$ cat src/rtl/computer_datapath_pkg.sv
// Shared definitions for the computer datapath control sequencer: widths,
// opcode and function-select encodings, control-word layout and FSM states.
package computer_datapath_pkg;

    localparam int unsigned WORD_W   = 16;
    localparam int unsigned DR_W     = 3;
    localparam int unsigned OPCODE_W = 7;
    localparam int unsigned FS_W     = 4;

    function automatic int unsigned cntrl_width(input int unsigned dr_w);
        return dr_w * 3 + 11;
    endfunction

    localparam int unsigned CNTRL_W = cntrl_width(DR_W);

    // Control-word bit positions, LSB upwards; bits [1:0] are reserved zero.
    localparam int unsigned MW_BIT = 2;
    localparam int unsigned MM_BIT = 3;
    localparam int unsigned RW_BIT = 4;
    localparam int unsigned MD_BIT = 5;
    localparam int unsigned FS_LSB = 6;
    localparam int unsigned FS_MSB = FS_LSB + FS_W - 1;
    localparam int unsigned MB_BIT = FS_MSB + 1;
    localparam int unsigned BA_LSB = MB_BIT + 1;
    localparam int unsigned BA_MSB = BA_LSB + DR_W - 1;
    localparam int unsigned AA_LSB = BA_MSB + 1;
    localparam int unsigned AA_MSB = AA_LSB + DR_W - 1;
    localparam int unsigned DA_LSB = AA_MSB + 1;
    localparam int unsigned DA_MSB = DA_LSB + DR_W - 1;

    // Instruction field positions.
    localparam int unsigned SB_LSB = 0;
    localparam int unsigned SA_LSB = DR_W;
    localparam int unsigned DR_LSB = 2 * DR_W;
    localparam int unsigned OP_LSB = 3 * DR_W;

    localparam logic [OPCODE_W-1:0] OP_MOVA = 7'h00;
    localparam logic [OPCODE_W-1:0] OP_INC  = 7'h01;
    localparam logic [OPCODE_W-1:0] OP_ADD  = 7'h02;
    localparam logic [OPCODE_W-1:0] OP_SUB  = 7'h05;
    localparam logic [OPCODE_W-1:0] OP_AND  = 7'h08;
    localparam logic [OPCODE_W-1:0] OP_OR   = 7'h09;
    localparam logic [OPCODE_W-1:0] OP_XOR  = 7'h0A;
    localparam logic [OPCODE_W-1:0] OP_NOT  = 7'h0B;
    localparam logic [OPCODE_W-1:0] OP_MOVB = 7'h0C;
    localparam logic [OPCODE_W-1:0] OP_LD   = 7'h10;
    localparam logic [OPCODE_W-1:0] OP_ST   = 7'h20;
    localparam logic [OPCODE_W-1:0] OP_LDI  = 7'h4C;
    localparam logic [OPCODE_W-1:0] OP_ADI  = 7'h42;
    localparam logic [OPCODE_W-1:0] OP_BRZ  = 7'h60;
    localparam logic [OPCODE_W-1:0] OP_BRN  = 7'h61;
    localparam logic [OPCODE_W-1:0] OP_HLT  = 7'h7F;

    localparam logic [FS_W-1:0] FS_MOVA = 4'b0000;
    localparam logic [FS_W-1:0] FS_INC  = 4'b0001;
    localparam logic [FS_W-1:0] FS_ADD  = 4'b0010;
    localparam logic [FS_W-1:0] FS_SUB  = 4'b0101;
    localparam logic [FS_W-1:0] FS_AND  = 4'b1000;
    localparam logic [FS_W-1:0] FS_OR   = 4'b1001;
    localparam logic [FS_W-1:0] FS_XOR  = 4'b1010;
    localparam logic [FS_W-1:0] FS_NOT  = 4'b1011;
    localparam logic [FS_W-1:0] FS_MOVB = 4'b1100;

    typedef enum logic [1:0] {
        ST_FETCH = 2'd0,
        ST_EXEC  = 2'd1,
        ST_LDWB  = 2'd2,
        ST_HALT  = 2'd3
    } state_e;

    // Branch offset is {DR,SB} as a 6-bit two's-complement value.
    function automatic logic [WORD_W-1:0] branch_offset(input logic [WORD_W-1:0] ir);
        logic [2*DR_W-1:0] off;
        off = {ir[DR_LSB +: DR_W], ir[SB_LSB +: DR_W]};
        return {{(WORD_W - 2*DR_W){off[2*DR_W-1]}}, off};
    endfunction

endpackage

$ cat src/rtl/computer_datapath_instr_decoder.sv
// Combinational instruction decoder: produces the EXEC-cycle control word,
// the branch decision from {N,Z}, and load/halt classification.
module computer_datapath_instr_decoder
    import computer_datapath_pkg::*;
#(
    parameter int unsigned WORD_WIDTH   = WORD_W,
    parameter int unsigned DR_WIDTH     = DR_W,
    parameter int unsigned OPCODE_WIDTH = OPCODE_W,
    parameter int unsigned CNTRL_WIDTH  = cntrl_width(DR_WIDTH)
) (
    input  logic [WORD_WIDTH-1:0]  ir_i,
    input  logic [1:0]             status_i,
    output logic [CNTRL_WIDTH-1:0] cntrl_o,
    output logic                   branch_taken_o,
    output logic                   is_load_o,
    output logic                   is_halt_o
);

    logic [OPCODE_WIDTH-1:0] opcode;
    logic [DR_WIDTH-1:0]     dr;
    logic [DR_WIDTH-1:0]     sa;
    logic [DR_WIDTH-1:0]     sb;
    logic [FS_W-1:0]         fs;
    logic                    mb;
    logic                    rw;
    logic                    mw;
    logic                    fields_en;

    assign opcode = ir_i[OP_LSB +: OPCODE_WIDTH];
    assign dr     = ir_i[DR_LSB +: DR_WIDTH];
    assign sa     = ir_i[SA_LSB +: DR_WIDTH];
    assign sb     = ir_i[SB_LSB +: DR_WIDTH];

    always_comb begin
        fs             = FS_MOVA;
        mb             = 1'b0;
        rw             = 1'b0;
        mw             = 1'b0;
        fields_en      = 1'b1;
        branch_taken_o = 1'b0;
        is_load_o      = 1'b0;
        is_halt_o      = 1'b0;
        case (opcode)
            OP_MOVA: begin fs = FS_MOVA; rw = 1'b1; end
            OP_INC:  begin fs = FS_INC;  rw = 1'b1; end
            OP_ADD:  begin fs = FS_ADD;  rw = 1'b1; end
            OP_SUB:  begin fs = FS_SUB;  rw = 1'b1; end
            OP_AND:  begin fs = FS_AND;  rw = 1'b1; end
            OP_OR:   begin fs = FS_OR;   rw = 1'b1; end
            OP_XOR:  begin fs = FS_XOR;  rw = 1'b1; end
            OP_NOT:  begin fs = FS_NOT;  rw = 1'b1; end
            OP_MOVB: begin fs = FS_MOVB; rw = 1'b1; end
            OP_LD:   is_load_o = 1'b1;
            OP_ST:   mw = 1'b1;
            OP_LDI:  begin mb = 1'b1; fs = FS_MOVB; rw = 1'b1; end
            OP_ADI:  begin mb = 1'b1; fs = FS_ADD;  rw = 1'b1; end
            OP_BRZ:  branch_taken_o = status_i[0];
            OP_BRN:  branch_taken_o = status_i[1];
            OP_HLT:  is_halt_o = 1'b1;
            default: fields_en = 1'b0;
        endcase
    end

    // Undefined opcodes are NOPs: the whole word, register fields included, is zero.
    always_comb begin
        cntrl_o = '0;
        if (fields_en) begin
            cntrl_o[DA_LSB +: DR_WIDTH] = dr;
            cntrl_o[AA_LSB +: DR_WIDTH] = sa;
            cntrl_o[BA_LSB +: DR_WIDTH] = sb;
            cntrl_o[MB_BIT]             = mb;
            cntrl_o[FS_LSB +: FS_W]     = fs;
            cntrl_o[RW_BIT]             = rw;
            cntrl_o[MW_BIT]             = mw;
        end
    end

endmodule

$ cat src/rtl/computer_datapath_control_sequencer.sv
// Multi-cycle fetch/execute sequencer: owns the FSM, PC and IR, and drives the
// control word and immediate bus consumed by the datapath.
module computer_datapath_control_sequencer
    import computer_datapath_pkg::*;
#(
    parameter int unsigned WORD_WIDTH   = WORD_W,
    parameter int unsigned DR_WIDTH     = DR_W,
    parameter int unsigned OPCODE_WIDTH = OPCODE_W,
    parameter int unsigned CNTRL_WIDTH  = cntrl_width(DR_WIDTH)
) (
    input  logic                   CLK,
    input  logic                   RST,
    input  logic [WORD_WIDTH-1:0]  INSTR_bus_in,
    input  logic                   INSTR_valid_in,
    input  logic [1:0]             STATUS_in,
    output logic                   INSTR_req_out,
    output logic [WORD_WIDTH-1:0]  PC_out,
    output logic [CNTRL_WIDTH-1:0] CNTRL_bus_out,
    output logic [WORD_WIDTH-1:0]  CONST_bus_out,
    output logic                   HALT_out
);

    state_e                 state_q, state_d;
    logic [WORD_WIDTH-1:0]  pc_q, pc_d;
    logic [WORD_WIDTH-1:0]  ir_q, ir_d;

    logic [CNTRL_WIDTH-1:0] dec_cntrl;
    logic                   dec_branch;
    logic                   dec_load;
    logic                   dec_halt;

    logic [CNTRL_WIDTH-1:0] cntrl_c;
    logic [WORD_WIDTH-1:0]  const_c;

    computer_datapath_instr_decoder #(
        .WORD_WIDTH   (WORD_WIDTH),
        .DR_WIDTH     (DR_WIDTH),
        .OPCODE_WIDTH (OPCODE_WIDTH),
        .CNTRL_WIDTH  (CNTRL_WIDTH)
    ) u_decoder (
        .ir_i           (ir_q),
        .status_i       (STATUS_in),
        .cntrl_o        (dec_cntrl),
        .branch_taken_o (dec_branch),
        .is_load_o      (dec_load),
        .is_halt_o      (dec_halt)
    );

    always_comb begin
        state_d = state_q;
        pc_d    = pc_q;
        ir_d    = ir_q;
        case (state_q)
            ST_FETCH: begin
                if (INSTR_valid_in) begin
                    ir_d    = INSTR_bus_in;
                    state_d = ST_EXEC;
                end
            end
            ST_EXEC: begin
                pc_d = dec_branch ? pc_q + branch_offset(ir_q)
                                  : pc_q + WORD_WIDTH'(1);
                if (dec_load) begin
                    state_d = ST_LDWB;
                end else if (dec_halt) begin
                    state_d = ST_HALT;
                end else begin
                    state_d = ST_FETCH;
                end
            end
            ST_LDWB:  state_d = ST_FETCH;
            ST_HALT:  state_d = ST_HALT;
            default:  state_d = ST_FETCH;
        endcase
    end

    always_ff @(posedge CLK) begin
        if (!RST) begin
            state_q <= ST_FETCH;
            pc_q    <= '0;
            ir_q    <= '0;
        end else begin
            state_q <= state_d;
            pc_q    <= pc_d;
            ir_q    <= ir_d;
        end
    end

    always_comb begin
        cntrl_c = '0;
        const_c = '0;
        case (state_q)
            ST_EXEC: begin
                cntrl_c                    = dec_cntrl;
                const_c[DR_WIDTH-1:0]      = ir_q[SB_LSB +: DR_WIDTH];
            end
            ST_LDWB: begin
                cntrl_c[DA_LSB +: DR_WIDTH] = ir_q[DR_LSB +: DR_WIDTH];
                cntrl_c[AA_LSB +: DR_WIDTH] = ir_q[SA_LSB +: DR_WIDTH];
                cntrl_c[BA_LSB +: DR_WIDTH] = ir_q[SB_LSB +: DR_WIDTH];
                cntrl_c[MD_BIT]             = 1'b1;
                cntrl_c[RW_BIT]             = 1'b1;
                const_c[DR_WIDTH-1:0]       = ir_q[SB_LSB +: DR_WIDTH];
            end
            default: ;
        endcase
    end

    // Outputs are forced low while RST is held so an aborted EXEC cannot
    // leak an RW/MW strobe into the cycle in which reset is sampled.
    assign CNTRL_bus_out = RST ? cntrl_c : '0;
    assign CONST_bus_out = RST ? const_c : '0;
    assign PC_out        = RST ? pc_q    : '0;
    assign INSTR_req_out = RST && (state_q == ST_FETCH);
    assign HALT_out      = RST && (state_q == ST_HALT);

endmodule

$ cat config.mk
export PLATFORM = sky130hd
export DESIGN_NAME = computer_datapath_control_sequencer
export DESIGN_NICKNAME = d
export VERILOG_FILES = /design/src/rtl/computer_datapath_pkg.sv /design/src/rtl/computer_datapath_instr_decoder.sv /design/src/rtl/computer_datapath_control_sequencer.sv
export SDC_FILE = /design/constraint.sdc
export NUM_CORES = 1
export LEC_CHECK = 0
export CAP_MARGIN = 20
export CORE_AREA = 2 2 88 64
export DETAILED_ROUTE_END_ITERATION = 10
export DIE_AREA = 0 0 90 66
export PLACE_DENSITY = 0.81
export SYNTH_ARGS = -nofsm -noshare
export SYNTH_HDL_FRONTEND = slang
export SYNTH_SLANG_ARGS = --single-unit
$ cat constraint.sdc
create_clock -name CLK -period 5.1 [get_ports CLK]
set_clock_uncertainty 0.1 [all_clocks]
set_input_delay 1.02 -clock CLK [delete_from_list [all_inputs] [get_ports CLK]]
set_output_delay 1.02 -clock CLK [all_outputs]
set_load 0.1 [all_outputs]
# Word level (Yosys, flattened, before mapping)
# Index checks and enable logic that the tools add are counted.
# op_classes
n_addsub,2
mux,24
shifts,0
reduce_logical,11
n_mul,0
div_mod_pow,0
eq_ne,19
n_bitwise,0
order_cmp,0
# op_table
op,n
"7-bit by 4-bit equality test with 1-bit output, second input constant",5
"7-bit equality test, second input constant",5
16-bit two-way mux,2
4-bit case mux with 8 select lines,1
20-bit two-way mux,1
9-bit case mux with 2 select lines,1
"16-bit by 1-bit adder with 16-bit output, second input constant",1
16-bit adder,1
16-bit OR reduction,1
14-bit two-way mux,1
11-bit OR reduction,1
3-bit two-way mux,3
1-bit two-way mux,8
2-bit case mux with 4 select lines,1
2-bit OR reduction,4
"7-bit by 1-bit equality test with 1-bit output, second input constant",1
"7-bit by 2-bit equality test with 1-bit output, second input constant",1
"7-bit by 3-bit equality test with 1-bit output, second input constant",1
"7-bit by 5-bit equality test with 1-bit output, second input constant",1
"7-bit by 6-bit equality test with 1-bit output, second input constant",1
7-bit zero test,1
2-bit two-way mux,3
5-bit two-way mux,1
"2-bit equality test, second input constant",2
7 further kinds,8
# word_totals
reg_bits,34
memories,0
ram_bits,0
input_bits,21
romBits,0
latchBits,0

# Depth between registers and ports, before layout
# logic_depth
word_depth,6
ltp_mapped,11
depth_no_buf,11

# Hierarchy
# A second synthesis with hierarchy kept.
# hier_totals
hier_cells,354
area_unflattened_um2,2750.1
# by_module_without_submodules
module,cells_per_inst,area_per_inst_um2,instances
computer_datapath_control_sequencer,294,2324.7,1
computer_datapath_instr_decoder,60,425.4,1

# Worst setup path before layout
# OpenSTA, ideal clock, no wires.
# synth_path
path_type,register to output
from,register ir_q[12]
to,output CNTRL_bus_out[7]
arrival_time_ns,6.044
stages_incl_launch_ff,8
setup_slack_ns,-2.064
cell_sequence,dfxtp_1 -> clkbuf_1 -> nand2_1 -> o22ai_1 -> nand2b_1 -> a21boi_0 -> o21ai_0 -> a2111oi_0
# synth_between
elab_chain_cells,6
word_cells_on_any_way,24
cone_classes,eq/ne: 15; mux: 5; reduce/logical: 4
# synth_lines
item,line_no,rtl
from (decl),computer_datapath_control_sequencer.sv:25,"logic [WORD_WIDTH-1:0] ir_q, ir_d;"
from (signal assigned),computer_datapath_control_sequencer.sv:85,ir_q <= ir_d;
7-bit by 2-bit equality test with 1-bit output (tied with other cells),computer_datapath_instr_decoder.sv:43,case (opcode)
2-bit OR reduction (no line) / 16-bit OR reduction (equally long branches),--,
4-bit case mux with 8 select lines / 1-bit two-way mux (equally long branches),computer_datapath_instr_decoder.sv:43,
14-bit two-way mux (*),computer_datapath_instr_decoder.sv:67,if (fields_en) begin
5-bit two-way mux (*),computer_datapath_control_sequencer.sv:92,case (state_q)
20-bit two-way mux (*),computer_datapath_control_sequencer.sv:111,assign CNTRL_bus_out = RST ? cntrl_c : '0;
to (decl),computer_datapath_control_sequencer.sv:18,"output logic [CNTRL_WIDTH-1:0] CNTRL_bus_out,"
# Every way passes the cells marked *; elsewhere a longest branch is shown, timed or not.

# Worst setup path after layout
# layout_path
from,input STATUS_in[0]
to,register pc_q[12]
# layout_between
elab_chain_cells,2
# layout_lines
item,line_no,rtl
from (decl),computer_datapath_control_sequencer.sv:15,"input logic [1:0] STATUS_in,"
1-bit case mux with 2 select lines,computer_datapath_instr_decoder.sv:43,
16-bit two-way mux,computer_datapath_control_sequencer.sv:61,pc_d = dec_branch ? pc_q + branch_offset(ir_q)
to (signal assigned),computer_datapath_control_sequencer.sv:84,pc_q <= pc_d;
to (decl),computer_datapath_control_sequencer.sv:24,"logic [WORD_WIDTH-1:0] pc_q, pc_d;"
# Every way passes these cells.
# A chain may end at the register's enable or synchronous reset.

==> results.json <==
{
  "root_buffer": "clkbuf_8",
  "cts_made_buffers": 5,
  "synthCells": 325,
  "grt_max_degree": 49,
  "clock.fmax_mhz": 236,
  "fin_setup_tns_ns": 0,
  "die-area_mm2": 0.00594,
  "async_flop_share_pct": 0,
  "status": "completed",
  "drt_pass1_iterations": 4,
  "layout_min_cycle_time_ns": 4.25,
  "slowest_stage": "nor4b_2",
  "slew_viol_final": 0,
  "antenna_found_initial": 0,
  "clock_latency_ns": 0.28,
  "die-height_um": 66,
  "setup_viol": 0,
  "start_util_pct": 48.5,
  "endpoint_kind": "register",
  "cp_cell_sequence": "clkdlybuf4s50_1 -> mux2i_1 -> nor4b_2 -> nand2b_1 -> ha_1 -> fa_1 -> a211oi_1 -> o21bai_1 -> and3_1 -> a31oi_1 -> mux2_1",
  "cts_max_level": 2,
  "clk_pin_slew_ns": 0.07,
  "reg2reg_slack_ns": 1.34,
  "wl_um": 5880,
  "cts.sinks": 34,
  "ys_seq_elements": 34,
  "crit_arrival_ns": 4.31,
  "hold_viol": 0,
  "cts_setup_buffers": 0,
  "cellLeakagePower_nw": 1.30,
  "gp_congestion": 0.913,
  "fp.dieW_um": 90,
  "fp.coreArea_mm2": 0.00512,
  "ys_seq_area_share_pct": 27.4,
  "ir_drop_mv": 0.128,
  "fin_crit_sh_pct": 83.3,
  "layout_commonest_cell": "nand2_1",
  "tightest_slew_ns": 0.891,
  "grt.overflow.total": 0,
  "wire_per_inst_um": 13.2,
  "antenna_cells": 0,
  "hold_path_class": "register to register",
  "syn_area_mm2": 0.00248,
  "place.port_buffers": 58,
  "post_cts_resized": 0,
  "grt.busiest_layer": "met2",
  "required_ns": 5.17,
  "yosysTopAreaCellShare_pct": 27.4,
  "timing.critical_path.buf_inv": 1,
  "fin_util_pct": 60.5,
  "ant_nets": 0,
  "power_density_mw_per_mm2": 217,
  "synthFlopType": "dfxtp_1",
  "dp_hpwl_um": 4420,
  "grt_use_met3_pct": 5.82,
  "track_usage_pct": 20.9,
  "relSlewSlack_pct": 40.0,
  "drv_cap": 0,
  "yosysTopAreaCell": "dfxtp_1",
  "gr-usage-met1_pct": 27.6,
  "synth_edf_count": 0,
  "drc": 0,
  "ys.warnings.count": 0,
  "crit_fanout": 8,
  "rsz0062_at_grt": "no",
  "avgSynthCellArea_um2": 7.64,
  "fp-row-count": 22,
  "ys_types": 50,
  "holdBufCountCts": 0,
  "grt_pass1_wl_um": 10200,
  "final_cell_mix": "nand2_1 (51), buf_4 (35), dfxtp_1 (34), and2_1 (28), clkdlybuf4s50_1 (20)",
  "max_stage_delay_ns": 0.54,
  "nNetsFinal": 406,
  "clockBufferDepth": 2,
  "tritoncts": "built",
  "critical_path_class": "input port to register",
  "netlist_top_cells_area": "dfxtp_1 (27%), nand2_1 (7.7%), and2_1 (7.1%)",
  "vias": 2311,
  "crit_family": "simple AND/OR/NAND/NOR gates",
  "drive_above_1_share_pct": 15.2,
  "avgViaCountPerCell": 5.18,
  "ios": 75,
  "drt-initial-drc-count": 137,
  "grt_pass1_vias": 2235,
  "met2_usage_pct": 33.4,
  "area_growth_pct": 24.7,
  "startpoint_type": "input port"
}
==> through the flow <==
step | hold WS [ns] | setup slack [ns] | std cells | total power [mW] | instance area, um2
3_3_place_gp | 0.342 | 0.745 | 439 | 0.483 | 3020
4_1_cts | 0.356 | 0.874 | 446 | 0.675 | 3100
5_1_grt | 0.374 | 0.553 | 446 | 0.706 | 3100
6_report | 0.359 | 0.854 | 446 | 0.671 | 3100
3_5_place_dp | 0.347 | 0.579 | 439 | 0.487 | 3020
2_1_floorplan | 0.337 | 0.378 | 340 | 0.454 | 2550
==> registers in the layout, summed over array words and instances (netlist names) <==
signal   flops
pc_q        16
state_q      2
ir_q        16
==> logic make-up (layout without fill, tap and decap cells) <==
family                     count (synthesis)  after routing  share of synthesized area, %
buffers and inverters                     39             73                          8.37
xor gates and xnor gates                   5              5                          1.76
other                                      1             16                         0.151
DFF                                       34             34                          27.4
and+or+nand+nor                          156            156                          34.1
AOI/OAI and AO/OA                         68             68                          17.6
adders and majority gates                 11             11                          5.85
muxes                                     11             11                          4.69
==> worst paths after layout <==
path | startpoint | endpoint | cells past startpoint
min reg2reg | ir_q[4] | ir_q[4] | 2
min | ir_q[4] | ir_q[4] | 2
max | STATUS_in[0] | pc_q[12] | 11
max reg2reg | ir_q[12] | pc_q[12] | 10
==> synth_stat cells (2+ instances only) <==
library cell	count
a21o_1	4
nand2_1	51
o21bai_1	3
nand3_1	2
nor2b_1	11
a21oi_1	16
buf_4	16
and4_1	2
nor4_1	5
or2_2	2
nor3b_1	3
inv_1	5
ha_1	10
o22ai_1	4
and2_1	28
nand4_1	2
mux2i_1	6
dfxtp_1	34
a21boi_0	14
nand2b_1	9
or3_1	2
o21ai_1	2
a32oi_1	2
xnor2_1	5
and3_1	8
nor2_1	15
nor3_1	8
mux2_2	4
a211oi_1	5
o21ai_0	11
nor4b_1	2
a31oi_1	2
clkbuf_1	15
==> tightest hold or removal path: stages, from the launching register on <==
cell     delay [ns]
dfxtp_1        0.31
nand2_1        0.05
a21oi_1        0.05
==> area by class of cell <==
cell class,count,area [um2]
fill,493,2020
multi-input combinational,267,1660
sequential,34,681
timing repair buffer,60,563
tap,72,90.1
clock buffer,7,76.3
inverter,6,22.5
==> routing by layer <==
metal,up-vias,part of all wire (%)
met5,-,0
met4,0,1.4
met3,9,6.8
met2,80,43
met1,1026,49
li1,1196,-
==> power breakdown <==
group | internal (mW) | switching [mW]
Sequential | 0.277 | 0.0149
Clock | 0.0940 | 0.0948
Combinational | 0.0531 | 0.137
No activity file was read; power rests on OpenSTA's default activity.
